===== src/rtl/serial_logic_32.sv =====
// Serial 32-bit bitwise logic unit: AND/OR/XOR/NOR computed 2 bits per clock over 16 slices.
// Define SERIAL_LOGIC_ZERO_FLAG_EN to add the registered zero output.
module serial_logic_32 (
    input  logic        clk,
    input  logic        rst,
    input  logic        start,
    input  logic [1:0]  op,
    input  logic [31:0] a,
    input  logic [31:0] b,
    output logic        busy,
    output logic        done,
    output logic [31:0] result
`ifdef SERIAL_LOGIC_ZERO_FLAG_EN
    ,
    output logic        zero
`endif
);

    localparam logic [1:0] IDLE = 2'b00;
    localparam logic [1:0] RUN  = 2'b01;
    localparam logic [1:0] DONE = 2'b10;

    localparam logic [1:0] OP_AND = 2'b00;
    localparam logic [1:0] OP_OR  = 2'b01;
    localparam logic [1:0] OP_XOR = 2'b10;

    logic [1:0]  state_q, state_d;
    logic [3:0]  cnt_q, cnt_d;
    logic [1:0]  op_q, op_d;
    logic [31:0] a_sh_q, a_sh_d;
    logic [31:0] b_sh_q, b_sh_d;
    logic [31:0] result_q, result_d;
    logic        busy_q, busy_d;
    logic        done_q, done_d;
    logic [1:0]  slice;
    logic        last_slice;

    // The single 2-bit logic slice shared by all 16 steps.
    always_comb begin
        case (op_q)
            OP_AND:  slice = a_sh_q[1:0] & b_sh_q[1:0];
            OP_OR:   slice = a_sh_q[1:0] | b_sh_q[1:0];
            OP_XOR:  slice = a_sh_q[1:0] ^ b_sh_q[1:0];
            default: slice = ~(a_sh_q[1:0] | b_sh_q[1:0]);
        endcase
    end

    assign last_slice = (state_q == RUN) && (cnt_q == 4'd15);

    always_comb begin
        // NOTE: every next-state value defaults to its register so no path through the case infers a latch.
        state_d  = state_q;
        cnt_d    = cnt_q;
        op_d     = op_q;
        a_sh_d   = a_sh_q;
        b_sh_d   = b_sh_q;
        result_d = result_q;
        busy_d   = 1'b0;
        done_d   = 1'b0;
        case (state_q)
            IDLE: begin
                if (start) begin
                    a_sh_d  = a;
                    b_sh_d  = b;
                    op_d    = op;
                    cnt_d   = 4'd0;
                    state_d = RUN;
                    busy_d  = 1'b1;
                end
            end
            RUN: begin
                // Slices enter at the top so slice k lands in result[2k+1:2k] after 16 steps.
                result_d = {slice, result_q[31:2]};
                a_sh_d   = {2'b00, a_sh_q[31:2]};
                b_sh_d   = {2'b00, b_sh_q[31:2]};
                cnt_d    = cnt_q + 4'd1;
                if (last_slice) begin
                    state_d = DONE;
                    done_d  = 1'b1;
                end else begin
                    busy_d  = 1'b1;
                end
            end
            DONE: begin
                state_d = IDLE;
            end
            default: begin
                state_d = IDLE;
            end
        endcase
    end

    always_ff @(posedge clk) begin
        // NOTE: state registers use non-blocking assignments so every flop samples pre-edge values.
        if (rst) begin
            state_q  <= IDLE;
            cnt_q    <= 4'd0;
            op_q     <= 2'b00;
            a_sh_q   <= 32'd0;
            b_sh_q   <= 32'd0;
            result_q <= 32'd0;
            busy_q   <= 1'b0;
            done_q   <= 1'b0;
        end else begin
            state_q  <= state_d;
            cnt_q    <= cnt_d;
            op_q     <= op_d;
            a_sh_q   <= a_sh_d;
            b_sh_q   <= b_sh_d;
            result_q <= result_d;
            busy_q   <= busy_d;
            done_q   <= done_d;
        end
    end

    assign busy   = busy_q;
    assign done   = done_q;
    assign result = result_q;

`ifdef SERIAL_LOGIC_ZERO_FLAG_EN
    logic zero_q;

    // Captured from the fully assembled result as DONE is entered; start alone never disturbs it.
    always_ff @(posedge clk) begin
        if (rst) begin
            zero_q <= 1'b0;
        end else if (last_slice) begin
            zero_q <= (result_d == 32'd0);
        end
    end

    assign zero = zero_q;
`endif

endmodule


===== config.mk =====
export PLATFORM = sky130hd
export DESIGN_NAME = serial_logic_32
export DESIGN_NICKNAME = d
export VERILOG_FILES = /design/src/rtl/serial_logic_32.sv
export SDC_FILE = /design/constraint.sdc
export NUM_CORES = 1
export LEC_CHECK = 0
export CAP_MARGIN = 20
export CORE_MARGIN = 4
export CORE_UTILIZATION = 53
export DETAILED_ROUTE_END_ITERATION = 7
export PLACE_DENSITY_LB_ADDON = 0.2
export SKIP_LAST_GASP = 1
export SYNTH_ARGS = -nofsm -noshare
export SYNTH_HDL_FRONTEND = slang
export SYNTH_SLANG_ARGS = --single-unit

===== constraint.sdc =====
create_clock -name clk -period 2.6 [get_ports clk]
set_clock_uncertainty 0.15 [all_clocks]
set_input_delay 0.78 -clock clk [delete_from_list [all_inputs] [get_ports clk]]
set_output_delay 0.78 -clock clk [all_outputs]
set_load 0.02 [all_outputs]

# After elaboration in Yosys (flattened, before gate mapping)
# Index checks and enable logic that the tools add are counted.
# op_classes
mux,14
addsub,1
n_reduce_logical,8
eq_ne,6
n_bitwise,5
# ops
cell,count
$pmux 32 s2,2
$mux 32,2
$pmux 4 s2,1
$pmux 2 s3,1
$reduce_and 2->1,3
$add 4x1->4 const B,1
$eq 2x1->1 const B,2
$eq 4x4->1 const B,1
$logic_not 2->1,2
$mux 2,2
$mux 4,1
$ne 2x2->1 const B,2
$pmux 2 s2,1
$mux 1,3
$and 2x2->2,1
$eq 2x2->1 const B,1
$not 2->2,1
$or 2x2->2,1
$pmux 1 s2,1
$reduce_bool 2->1,1
$reduce_or 2->1,1
$xor 2x2->2,1
$logic_and 1x1->1,1
$not 1->1,1
# totals
ff_bits,106
wordCells,42

# Depth between registers and ports, before layout
# Gate-level depths: netlist (run 1).
# depth
ltp_word,4
mapped_depth,6
mapped_depth_nobuf,5

# Worst setup path before layout (run 1)
# No wires, ideal clock.
# synth_timing
path_kind,input port to flip-flop
from,input rst
to,register a_sh_q[30]
path_buffers,3
stages,4
setup_slack_ns,0.751
setup_time_ns,0.128
t_arrival_ns,1.572
cell_sequence,buf_2 clkbuf_1 clkbuf_1 nor2_1
# synth_lines
element,line,rtl
from (decl),5,"input logic rst,"
to (signal assigned),108,a_sh_q <= a_sh_d;
to (decl),30,"logic [31:0] a_sh_q, a_sh_d;"
# No word-level cell between the ends.

# Worst setup path after layout (run 1)
# layout_timing
from,register result_q[15] (netlist: result[15])
to,output result[15]
# layout_lines
element,line,rtl
from (decl),32,"logic [31:0] result_q, result_d;"
from (signal assigned),110,result_q <= result_d;
to (decl),12,output logic [31:0] result
# No word-level cell between the ends.

==> flow_results.xml, run 1 <==
<?xml version="1.0" encoding="UTF-8"?>
<metrics>
  <group name="logic_synthesis">
    <metric name="synth_cell_type_count" unit="">30</metric>
    <metric name="synth_area_per_cell" unit="µm²">8.06</metric>
    <metric name="yosys_warnings" unit="">0</metric>
    <metric name="synth.net_count" unit="">613</metric>
    <metric name="most_frequently_used_flop_master_after_synthesis" unit="">dfxtp_1</metric>
    <metric name="synth_seq_cells" unit="">106</metric>
    <metric name="synth.yosys.seq_area_share" unit="%">48.9</metric>
    <metric name="postSynthCellCount" unit="">539</metric>
    <metric name="synth-edff-count" unit="">0</metric>
    <metric name="synthArstFlopShare" unit="%">0</metric>
    <metric name="synth_area" unit="µm²">4340</metric>
  </group>
  <group name="floorplan">
    <metric name="floorplan.io_pins" unit="">103</metric>
    <metric name="die_area" unit="µm²">9700</metric>
    <metric name="die_width" unit="µm">98.5</metric>
    <metric name="std_cell_rows" unit="">32</metric>
    <metric name="core_area" unit="µm²">7850</metric>
    <metric name="initial_utilization" unit="%">55.3</metric>
    <metric name="die-height" unit="µm">98.5</metric>
  </group>
  <group name="clock_network">
    <metric name="cts_sinks" unit="">106</metric>
    <metric name="htree_num_levels" unit="">3</metric>
    <metric name="clkLatencyLatePin" unit="ns">0.36</metric>
    <metric name="clock_tree_from_tritoncts" unit="">built</metric>
    <metric name="clk_pin_slew" unit="ns">0.10</metric>
    <metric name="hold_fix_buffers_cts" unit="">0</metric>
    <metric name="post-cts-setup-buffer-count" unit="">0</metric>
    <metric name="cts_made_buffers" unit="">9</metric>
    <metric name="cts_buffer_depth" unit="">2</metric>
    <metric name="postCtsResizedCells" unit="">0</metric>
    <metric name="root_buf_cell" unit="">clkbuf_8</metric>
  </group>
  <group name="grt">
    <metric name="overflow" unit="">0</metric>
    <metric name="grt_start_max_net_pins" unit="">54</metric>
    <metric name="grt_usage" unit="%">20.7</metric>
    <metric name="first_global_vias" unit="">3703</metric>
    <metric name="grt_first_pass_wirelength" unit="mm">16.9</metric>
    <metric name="grt_antenna_before_repair" unit="">0</metric>
  </group>
  <group name="route">
    <metric name="via_count" unit="">3948</metric>
    <metric name="drt.antenna.violating_nets" unit="">0</metric>
    <metric name="detailed_routing_iteration_count_for_the_pre_antenna_repair_pass" unit="">4</metric>
    <metric name="postRouteWirelength" unit="mm">10.2</metric>
    <metric name="vias_per_cell" unit="">5.45</metric>
    <metric name="detail_route.iter0.violations" unit="">180</metric>
    <metric name="detailed_route_drc_error_count" unit="">0</metric>
    <metric name="wl_per_cell" unit="µm">14.0</metric>
  </group>
  <group name="finish">
    <metric name="final_layout_size_suffix_gt1_share" unit="%">5.79</metric>
    <metric name="area.sequential" unit="µm²">2120</metric>
    <metric name="num_antenna_cells" unit="">0</metric>
    <metric name="syn_to_final_growth" unit="%">28.7</metric>
    <metric name="layout.cell_area.non_filler" unit="µm²">5590</metric>
    <metric name="finalNetCount" unit="">691</metric>
    <metric name="multi_input_gate_area_in_the_final_layout" unit="µm²">1970</metric>
    <metric name="fillerInstances" unit="">661</metric>
  </group>
  <group name="worst_setup_path">
    <metric name="worst_path_largest_cell_delay" unit="ns">0.62</metric>
    <metric name="critical-path-top-delay-family" unit="">buffers and inverters</metric>
    <metric name="crit_slowest_cell" unit="">clkdlybuf4s50_1</metric>
    <metric name="critPathMaxFanout" unit="">3</metric>
    <metric name="timing.critical_path.required" unit="ns">1.67</metric>
    <metric name="critPathCaptureType" unit="">primary output</metric>
    <metric name="timing_worst_setup_path_type" unit="">reg -&gt; out</metric>
    <metric name="crit_path_cell_trace" unit="">clkdlybuf4s50_1</metric>
    <metric name="worst_setup_path_start_kind" unit="">flip-flop</metric>
    <metric name="critPathArrivalTime" unit="ns">1.36</metric>
    <metric name="worstPathBufferInverterCount" unit="">1</metric>
  </group>
  <group name="hold_path">
    <metric name="min_path_type" unit="">reg -&gt; reg</metric>
  </group>
  <group name="power">
    <metric name="max-vdd-ir-drop" unit="µV">445</metric>
    <metric name="power_report.internal_total" unit="µW">2420</metric>
    <metric name="pwr-share-comb" unit="%">15.7</metric>
    <metric name="pwr-share-seq" unit="%">53.6</metric>
    <metric name="power_per_cell_area" unit="nW/µm²">596</metric>
    <metric name="switching_power" unit="µW">911</metric>
    <metric name="p_leak" unit="µW">0.00213</metric>
    <metric name="power_switching_share" unit="%">27.3</metric>
    <metric name="power.clock.fraction" unit="%">30.7</metric>
  </group>
  <group name="timing">
    <metric name="setup_viol" unit="">0</metric>
    <metric name="min_period_over_period" unit="%">88.1</metric>
    <metric name="max_slew_margin" unit="%">63.7</metric>
    <metric name="timing.setup.tns" unit="ns">0</metric>
    <metric name="min_period" unit="ns">2.29</metric>
    <metric name="finalHoldViolations" unit="">0</metric>
    <metric name="rsz0062_at_grt" unit="">false</metric>
    <metric name="drv_slew" unit="">0</metric>
    <metric name="tightest_slew" unit="ns">0.544</metric>
    <metric name="max_freq" unit="MHz">436</metric>
  </group>
  <group name="placement">
    <metric name="detailed_place.area" unit="µm²">5390</metric>
    <metric name="buffer_ports.inserted" unit="">102</metric>
    <metric name="dpl.hpwl" unit="mm">6.92</metric>
    <metric name="place_congestion" unit="">0.769</metric>
  </group>
  <group name="run_status">
    <metric name="status" unit="">finished, final reports clean</metric>
  </group>
  <group name="run">
    <metric name="cap_viol_max_count" unit="">0</metric>
  </group>
</metrics>
power groups by stage:
stage,clock network (µW),registers [µW],logic (µW)
6_report,1020,1790,523
5_1_grt,1110,1800,585
4_1_cts,1040,1790,526
3_5_place_dp,0,1820,523
3_3_place_gp,0,1820,507
2_1_floorplan,0,1810,335
placed cells by master (no fill, tap or decap), drive strengths merged:
cell / n
dfxtp: 106
nor2: 68
nand4b: 1
nor3b: 1
clkinvlp: 1
mux2i: 2
nand2: 126
clkbuf: 9
buf: 13
inv: 8
nand3b: 2
o211a: 1
a22oi: 4
nor3: 3
a21oi: 92
clkdlybuf4s50: 101
a311oi: 1
o21ba: 1
o2111a: 2
a211oi: 56
clkinv: 3
nor2b: 1
nand3: 3
a2111oi: 2
or4: 1
a221oi: 4
nand2b: 1
o21ai: 2
bufinv: 1
ha: 5
o21bai: 1
Yosys cell counts (2+ instances only):
cell       instances  share of area, %
a22oi_1            4              0.69
nand2_1          126                11
nor3_1             3              0.35
nand3b_1           2              0.35
o2111a_1           2              0.52
dfxtp_1          106                49
nor2_1            68               5.9
mux2i_1            2              0.46
o21ai_0            2              0.23
inv_1              6              0.52
buf_4             12               2.1
buf_1              2              0.17
a21oi_1           92                11
buf_2             18               2.1
clkbuf_1          14               1.2
nand3_1            3              0.35
a211oi_1          56               9.7
a2111oi_2          2              0.69
ha_1               5               1.4
a221oi_1           4              0.81
kinds of logic after synthesis:
logic type	synth area share, %
adder cells (fa/ha/maj)	1.44
flip-flops	48.9
AO/OA/AOI/OAI	24.1
AND/OR/NAND/NOR	18.8
multiplexers	0.461
buffers and inverters	6.31
through the flow:
step	setup WS [ns]	total power, µW	utilization (%)	hold WS, ns	std cells
floorplan	0.751	2150	-	0.305	539
global placement	0.306	2320	68.6	0.295	708
detailed placement	0.213	2340	68.6	0.300	708
CTS	0.293	3350	71.2	0.313	724
finish	0.308	3330	71.2	0.312	724
global route	0.245	3490	71.2	0.340	724
cell type report:
class                           instances  share of cell area [%]
Sequential cell                       106                    38.0
Clock buffer                            9                    2.22
Clock inverter                          7                    1.39
Inverter                                6                   0.403
Timing Repair Buffer                  114                    20.5
Multi-Input combinational cell        380                    35.2
Tap cell                              102                    2.28
routing by layer:
metal	GRT usage, %	part of all wire [%]
met5	0	0
met3	4.74	4.7
met2	37.1	49
met4	3.78	0.65
met1	25.5	46
worst paths after layout:
kind                                         startpoint                       to  slack [ns]  cells past startpoint
worst min register to register   result[1]$_SDFFE_PP0P_   result[1]$_SDFFE_PP0P_        0.31                      2
worst max register to register  state_q[1]$_SDFFE_PP0P_  b_sh_q[24]$_SDFFE_PP0P_        0.67                      4
worst max-delay path            result[15]$_SDFFE_PP0P_               result[15]        0.31                      1
worst min-delay path             result[1]$_SDFFE_PP0P_   result[1]$_SDFFE_PP0P_        0.31                      2
registers in the layout, summed over array words and instances, names as in the netlist:
name     count
a_sh_q      32
b_sh_q      32
result      32
cnt_q        4
op_q         2
state_q      2
busy         1
done         1
(Power assumes the default switching activity.)
==> inputs of run 2 (changes only) <==
TNS_END_PERCENT = 30   (was not set)
==> results of run 2 <==
Same layout as run 1: the final DEF is identical, and so are final timing and power.
